**config.mk**
```make
export PLATFORM = sky130hd
export DESIGN_NAME = fifo_stream_reader
export DESIGN_NICKNAME = d
export VERILOG_FILES = /design/src/rtl/fifo_stream_reader_pkg.sv /design/src/rtl/fifo_rd_buf.sv /design/src/rtl/fifo_stream_reader.sv
export SDC_FILE = /design/constraint.sdc
export NUM_CORES = 1
export LEC_CHECK = 0
export ABC_AREA = 1
export BUFFER_PORTS_ARGS = -buffer_cell sky130_fd_sc_hd__buf_2
export CAP_MARGIN = 20
export CORE_MARGIN = 2
export CORE_UTILIZATION = 60
export DETAILED_ROUTE_END_ITERATION = 8
export GPL_ROUTABILITY_DRIVEN = 0
export HOLD_SLACK_MARGIN = 0.06
export PLACE_DENSITY = 0.84
export REMOVE_ABC_BUFFERS = 1
export SLEW_MARGIN = 0
export SYNTH_ARGS = -nofsm -noshare
export SYNTH_HDL_FRONTEND = slang
export SYNTH_HIERARCHICAL = 1
export SYNTH_SLANG_ARGS = --single-unit
```
**constraint.sdc**
```tcl
create_clock -name clk -period 2.3 [get_ports clk]
set_clock_uncertainty 0.15 [all_clocks]
set_input_delay 0.115 -clock clk [delete_from_list [all_inputs] [get_ports clk]]
set_output_delay 0.115 -clock clk [all_outputs]
set_load 0.01 [all_outputs]
```
**src/rtl/fifo_stream_reader_pkg.sv**
```systemverilog
// Shared definitions for the FIFO drain-side stream reader: default data
// width, skid-buffer depth, pointer type and the mod-3 pointer increment.
package fifo_stream_reader_pkg;

    localparam int FIFO_WIDTH_DEF = 8;
    localparam int RD_BUF_DEPTH   = 3;
    localparam int RD_PTR_W       = 2;

    typedef logic [RD_PTR_W-1:0] rd_ptr_t;

    // Advance a buffer pointer, wrapping from the last entry back to 0.
    function automatic rd_ptr_t ptr_inc(input rd_ptr_t ptr);
        if (ptr == rd_ptr_t'(RD_BUF_DEPTH - 1)) begin
            return '0;
        end
        return rd_ptr_t'(ptr + 2'd1);
    endfunction

endpackage

```
**src/rtl/fifo_rd_buf.sv**
```systemverilog
// Three-entry circular buffer that absorbs the FIFO read latency. One push
// and one pop may happen in the same cycle; the head entry is always
// presented on head_data.
module fifo_rd_buf
    import fifo_stream_reader_pkg::*;
#(
    parameter int WIDTH = FIFO_WIDTH_DEF
) (
    input  logic             clk,
    input  logic             rst,
    input  logic             push,
    input  logic [WIDTH-1:0] push_data,
    input  logic             pop,
    output logic [1:0]       count,
    output logic [WIDTH-1:0] head_data
);

    logic [WIDTH-1:0] mem_reg [RD_BUF_DEPTH];
    rd_ptr_t          head_reg;
    rd_ptr_t          tail_reg;
    logic [1:0]       count_reg;
    logic [1:0]       count_next;

    // Occupancy: simultaneous push and pop leave the count unchanged.
    always_comb begin
        count_next = count_reg;
        if (push && !pop) begin
            count_next = count_reg + 2'd1;
        end else if (pop && !push) begin
            count_next = count_reg - 2'd1;
        end
    end

    // Storage is cleared on reset so the output word reads 0 afterwards.
    always_ff @(posedge clk or posedge rst) begin
        if (rst) begin
            for (int i = 0; i < RD_BUF_DEPTH; i++) begin
                mem_reg[i] <= '0;
            end
        end else if (push) begin
            mem_reg[tail_reg] <= push_data;
        end
    end

    // Pointer and occupancy registers.
    always_ff @(posedge clk or posedge rst) begin
        if (rst) begin
            head_reg  <= '0;
            tail_reg  <= '0;
            count_reg <= '0;
        end else begin
            if (push) begin
                tail_reg <= ptr_inc(tail_reg);
            end
            if (pop) begin
                head_reg <= ptr_inc(head_reg);
            end
            count_reg <= count_next;
        end
    end

    assign count     = count_reg;
    assign head_data = mem_reg[head_reg];

endmodule

```
**src/rtl/fifo_stream_reader.sv**
```systemverilog
// Drain side of the synchronous FIFO: issues pops, captures the registered
// read data one cycle later into a small buffer and presents it as a
// valid/ready stream. r_en depends only on registered state plus
// enable/flag_empty, so m_ready never reaches the FIFO combinationally.
module fifo_stream_reader
    import fifo_stream_reader_pkg::*;
#(
    parameter int FIFO_WIDTH = FIFO_WIDTH_DEF,
    parameter int CNT_WIDTH  = 16
) (
    input  logic                  clk,
    input  logic                  rst,
    input  logic                  enable,
    input  logic                  flag_empty,
    input  logic [FIFO_WIDTH-1:0] data_read,
    output logic                  r_en,
    output logic                  m_valid,
    input  logic                  m_ready,
    output logic [FIFO_WIDTH-1:0] m_data,
    output logic [CNT_WIDTH-1:0]  words_out,
    output logic                  busy
);

    logic                 rd_pending_reg;
    logic [CNT_WIDTH-1:0] words_out_reg;
    logic [1:0]           buf_count;
    logic [2:0]           committed;
    logic                 handshake;

    // Slots already claimed: buffered words plus the read still in flight.
    // Pops stop once every slot is claimed, so the in-flight word always fits.
    assign committed = {1'b0, buf_count} + {2'b00, rd_pending_reg};
    assign r_en      = ~rst & enable & ~flag_empty
                       & (committed < 3'(RD_BUF_DEPTH));

    assign m_valid   = (buf_count != 2'd0);
    assign handshake = m_valid & m_ready;
    assign busy      = m_valid | rd_pending_reg;
    assign words_out = words_out_reg;

    // Track the pop issued last cycle; its data is on data_read now.
    always_ff @(posedge clk or posedge rst) begin
        if (rst) begin
            rd_pending_reg <= 1'b0;
        end else begin
            rd_pending_reg <= r_en;
        end
    end

    // Count accepted output words, wrapping naturally.
    always_ff @(posedge clk or posedge rst) begin
        if (rst) begin
            words_out_reg <= '0;
        end else if (handshake) begin
            words_out_reg <= words_out_reg + 1'b1;
        end
    end

    fifo_rd_buf #(
        .WIDTH (FIFO_WIDTH)
    ) u_rd_buf (
        .clk       (clk),
        .rst       (rst),
        .push      (rd_pending_reg),
        .push_data (data_read),
        .pop       (handshake),
        .count     (buf_count),
        .head_data (m_data)
    );

endmodule

```
Yosys cells after proc, flatten, opt, wreduce, memory -nomap -nowiden

Index checks and enable logic that the tools add are counted.

Bits in registers: 47
Input bits: 13
Output and inout port bits: 27

$add $sub $neg: 6
Order comparisons: 4
Equal/unequal tests: 2
Mux-type cells: 16
Bitwise gates (word level): 9
Reduce and logical (&&, ||, !) cells: 7

Operator list:

| cell                    | number |
|---|---|
| $bwmux W24              | 1 |
| $mux W8                 | 3 |
| $add A16 B1 Y16 const B | 1 |
| $bmux W8 S2             | 1 |
| $demux W8 S2            | 1 |
| $mux W2                 | 6 |
| $add A2 B1 Y2 const B   | 3 |
| $ge A3 B3 Y1 const B    | 2 |
| $not A2 Y3              | 2 |
| $and A1 B1 Y1           | 4 |
| $eq A2 B2 Y1 const B    | 2 |
| $mux W1                 | 4 |
| $reduce_bool A2 Y1      | 2 |
| $add A2 B1 Y3           | 1 |
| $logic_and A1 B1 Y1     | 3 |
| $lt A3 B1 Y1 const B    | 1 |
| $lt A3 B2 Y1 const B    | 1 |
| $logic_not A1 Y1        | 2 |
| $not A1 Y1              | 2 |
| $sub A2 B1 Y2 const B   | 1 |
| $or A1 B1 Y1            | 1 |

Longest topological paths before layout

Depth after elaboration: 6
Depth in mapped cells: 9

Cells and area by module

The synthesis kept the hierarchy.

Modules (own cells, without submodules):

| module             | instances | cells an instance | area each (µm²) |
|---|---|---|---|
| fifo_rd_buf        | 1         | 160               | 1481.4 |
| fifo_stream_reader | 1         | 121               | 977.2 |

Worst setup path before layout

Ideal clock, no wire load.

Path type: register to register
Start point: register rd_pending_reg
End point: register rd_pending_reg
Setup time: 0.122 ns
Arrival time: 1.285 ns
Required time: 2.028 ns
Setup slack: 0.742 ns
Cell stages (with the launch flop): 6
Buffers on the path: 0
Clock period less this slack: 1.558 ns
Cells stage by stage: dfrtp_1 -> ha_1 -> ha_1 -> nor2_1 -> nand3_1 -> a21oi_1

Word-level cells in the longest chain between the ends: 3

RTL lines:

| what                   | line                     | source |
|---|---|---|
| start, declared        | fifo_stream_reader.sv:24 | `logic rd_pending_reg;` |
| start signal, assigned | fifo_stream_reader.sv:46 | `rd_pending_reg <= r_en;` |
| $add A2 B1 Y3          | fifo_stream_reader.sv:32 | `assign committed = {1'b0, buf_count} + {2'b00, rd_pending_reg};` |
| $lt A3 B2 Y1           | fifo_stream_reader.sv:34 | `& (committed < 3'(RD_BUF_DEPTH));` |
| $and A1 B1 Y1          | fifo_stream_reader.sv:34 |  |
| named net r_en         | fifo_stream_reader.sv:16 | `output logic r_en,` |

The timed path passes the listed nets, and every way through them passes these cells.
A chain may end at the register's enable or synchronous reset.

Final worst setup path

Start point: register rd_pending_reg
End point: register rd_pending_reg

Word-level cells in the longest chain between the ends: 3

RTL lines:

| what          | line |
|---|---|
| $add A2 B1 Y3 | fifo_stream_reader.sv:32 |
| $lt A3 B2 Y1  | fifo_stream_reader.sv:34 |
| $and A1 B1 Y1 | fifo_stream_reader.sv:34 |

No other way between the ends.

==> out/qor.json <==
{
  "global_routing": {
    "grt-ovfl-total": 0,
    "grt.total_usage_pct": 22.7,
    "antenna_found_initial": 0,
    "maximum_number_of_pins_on_one_net_before_global_route_repair": 31,
    "via_count_of_the_first_global_routing_pass": 1879,
    "grt_first_pass_wirelength_um": 7910
  },
  "final_layout": {
    "layout.filler_cells": 333,
    "layout.core_utilization_pct": 72.6,
    "num_antenna_cells": 0,
    "drive_gt1_share_pct": 27.2,
    "finish.net_count": 351,
    "signed_area_change_from_the_synthesized_netlist_to_the_final_layout_pct": 17.3,
    "largest_register_ff_count": 24
  },
  "sta": {
    "setup_repair_after_global_routing_missed_its_margin": "false",
    "timing_hold_violations_final": 0,
    "report.final.slew_viol_count": 0,
    "fin_setup_tns_ns": 0,
    "max_clock_freq_ghz": 0.487,
    "worst_slew_margin_rel_pct": 60.0,
    "worstMarginPinSlew_ns": 0.594,
    "setup-violations-final": 0,
    "finalWorstPathRequiredPeriod_ns": 2.05,
    "post-route-period-util_pct": 89.2
  },
  "logic_synthesis": {
    "unique_masters_post_synth": 30,
    "synth_sequential_area_ratio_pct": 47.8,
    "synth_seq_cells": 47,
    "synth_largest_area_cell": "sky130_fd_sc_hd__dfrtp_1",
    "synth-warning-count": 6,
    "post_synth.cell_area_avg_um2": 8.75,
    "ys_top_cells_by_area": "sky130_fd_sc_hd__dfrtp_1 (48%), sky130_fd_sc_hd__nand2_1 (14%), sky130_fd_sc_hd__o21ai_2 (8.5%)",
    "synthDominantCellAreaShare_pct": 47.8,
    "post_synth_inst_count": 281,
    "syn_area_mm2": 0.00246
  },
  "critical_path": {
    "worstPathRequired_ns": 2.39,
    "crit_path_start_kind": "flop",
    "timing.setup.critical_path_class": "reg2reg",
    "crit-reg2reg-launch": "rd_pending_reg",
    "worstSetupEndpointType": "flop",
    "destination_of_the_critical_timing_path": "rd_pending_reg",
    "critPathArrivalTime_ns": 2.14,
    "critPathLaunch": "rd_pending_reg",
    "r2r_slack_ns": 0.25,
    "r2r-end": "rd_pending_reg",
    "worstPathMaxFanout": 8,
    "ff2ff_path_depth": 6
  },
  "detailed_routing": {
    "totalWireLength_um": 4660,
    "post-route-drc-count": 0,
    "post_drt_wl_per_cell_um": 12.1,
    "drtAntennaViolNets": 0,
    "drt_first_iter_violations": 77,
    "routed-via-count": 1934,
    "via_per_inst": 5.02,
    "dr.pass1.iters": 4
  },
  "clocking": {
    "cts_buffers": 5,
    "worst_setup_hold_path_clk_slew_ns": 0.09,
    "cts_tree": "built",
    "cts.sinks": 47,
    "cts_repair_resize_count": 0,
    "cts_root_buffer": "sky130_fd_sc_hd__clkbuf_8",
    "cts-root-to-sink-buffers": 2,
    "htreeDepth": 2,
    "hold_buffers": 11,
    "worst_skew_late_latency_ns": 0.30,
    "cts.repair_timing.setup_buffer_count": 0
  },
  "die": {
    "fp.dieArea_mm2": 0.00463,
    "die_w_um": 68.0,
    "fp-row-count": 23,
    "floorplan.initialDensity_pct": 61.9,
    "core_region_area_mm2": 0.00397,
    "dieHeight_um": 68.0,
    "floorplan.io_pins": 40
  },
  "pwr": {
    "worst_ir_drop_vdd_mv": 0.628,
    "leakage_component_of_the_power_uw": 0.00150,
    "power_density_mw_per_mm2": 1100
  },
  "min_path": {
    "min-delay-path-class": "in2reg",
    "hp-start": "m_ready"
  },
  "status": {
    "status": "completed"
  },
  "flow_run": {
    "maxCapViolCount": 0
  },
  "placement": {
    "io_buffers": 39,
    "dp_hpwl_um": 3260
  }
}
## cells in the mapped netlist, drive strengths merged
cell	instances
clkinv	1
o21bai	1
o21ai	32
nand2	94
or2	1
clkbuf	1
inv	42
dfrtp	47
nand3	11
buf	5
o211ai	8
nand3b	2
nand4	4
xor2	3
nor2	18
ha	4
xnor2	5
nor3	1
a21oi	1
## critical path, stage by stage (launching register included)
cell and delay [ns]:
sky130_fd_sc_hd__dfrtp_1 0.53, sky130_fd_sc_hd__ha_1 0.27, sky130_fd_sc_hd__ha_1 0.17, sky130_fd_sc_hd__nor2_1 0.08, sky130_fd_sc_hd__nand3_1 0.07, sky130_fd_sc_hd__a21oi_1 0.15, sky130_fd_sc_hd__dlygate4sd3_1 0.57
## through the flow
step | cell area [µm²] | power, µW | instances | worst slack [ns] | hold slack (ns)
4_1_cts | 2880 | 3220 | 385 | 0.231 | 0.0661
2_1_floorplan | 2410 | 2300 | 275 | 0.742 | -0.100
6_report | 2880 | 3190 | 385 | 0.248 | 0.0727
5_1_grt | 2880 | 3470 | 385 | 0.130 | 0.104
3_5_place_dp | 2680 | 2710 | 366 | 0.602 | 0.00538
3_3_place_gp | 2680 | 2640 | 366 | 0.669 | -0.00146
## cell usage in the layout (no fill, tap or decap), types with 3 or more instances in the layout
cell and instances:
sky130_fd_sc_hd__buf_2 39, sky130_fd_sc_hd__nor2_1 11, sky130_fd_sc_hd__nor2_4 3, sky130_fd_sc_hd__nor2_2 3, sky130_fd_sc_hd__dfrtp_1 47, sky130_fd_sc_hd__o21ai_0 5
sky130_fd_sc_hd__nand4_1 4, sky130_fd_sc_hd__ha_1 4, sky130_fd_sc_hd__o21ai_1 3, sky130_fd_sc_hd__dlygate4sd3_1 11, sky130_fd_sc_hd__o21ai_2 24, sky130_fd_sc_hd__inv_1 40
sky130_fd_sc_hd__o211ai_1 8, sky130_fd_sc_hd__xor2_1 3, sky130_fd_sc_hd__nand3_1 7, sky130_fd_sc_hd__clkbuf_8 5, sky130_fd_sc_hd__nand3_4 3, sky130_fd_sc_hd__xnor2_1 5
sky130_fd_sc_hd__nand2_2 3, sky130_fd_sc_hd__nand2_1 90
## layer usage
layer	vias up	GRT usage, %	wire length [µm]
li1	987	-	-
met1	902	26.0	2030
met2	40	42.5	2400
met3	5	5.10	193
met4	0	5.75	34
met5	-	0	0
## how the worst min path moves through the flow
stage | end | slack, ns | cells past startpoint
detailed placement | rd_pending_reg | 0.005 | 3
CTS | words_out[1] | 0.07 | 5
floorplan | rd_pending_reg | -0.10 | 1
global route | words_out[8] | 0.10 | 5
finish | words_out[1] | 0.07 | 5
global placement | rd_pending_reg | -0.001 | 3
## cell type report
cell class                      instances  area, µm²  share of cell area (%)
Clock buffer                            5       68.8                    2.39
Sequential cell                        47       1180                    40.8
Tap cell                               50       62.6                    2.17
Inverter                               43        161                    5.60
Timing Repair Buffer                   52        320                    11.1
Clock inverter                          3       20.0                   0.694
Multi-Input combinational cell        185       1070                    37.2
## report_power, final
| group | switching [µW] | internal [µW] |
|---|---|---|
| clock network | 283 | 212 |
| logic | 724 | 541 |
| registers | 281 | 1140 |
## kinds of logic (layout without fill, tap and decap cells)
group                    after synthesis  in the layout  share of synthesized area, %
AO/OA/AOI/OAI                         42             42                          13.1
XOR/XNOR                               8              8                          2.85
adder cells (fa/ha/maj)                4              4                          2.04
buffers and inverters                 49            103                          8.50
flip-flops                            47             47                          47.8
AND/OR/NAND/NOR                      131            131                          25.6
(Power assumes the default switching activity.)
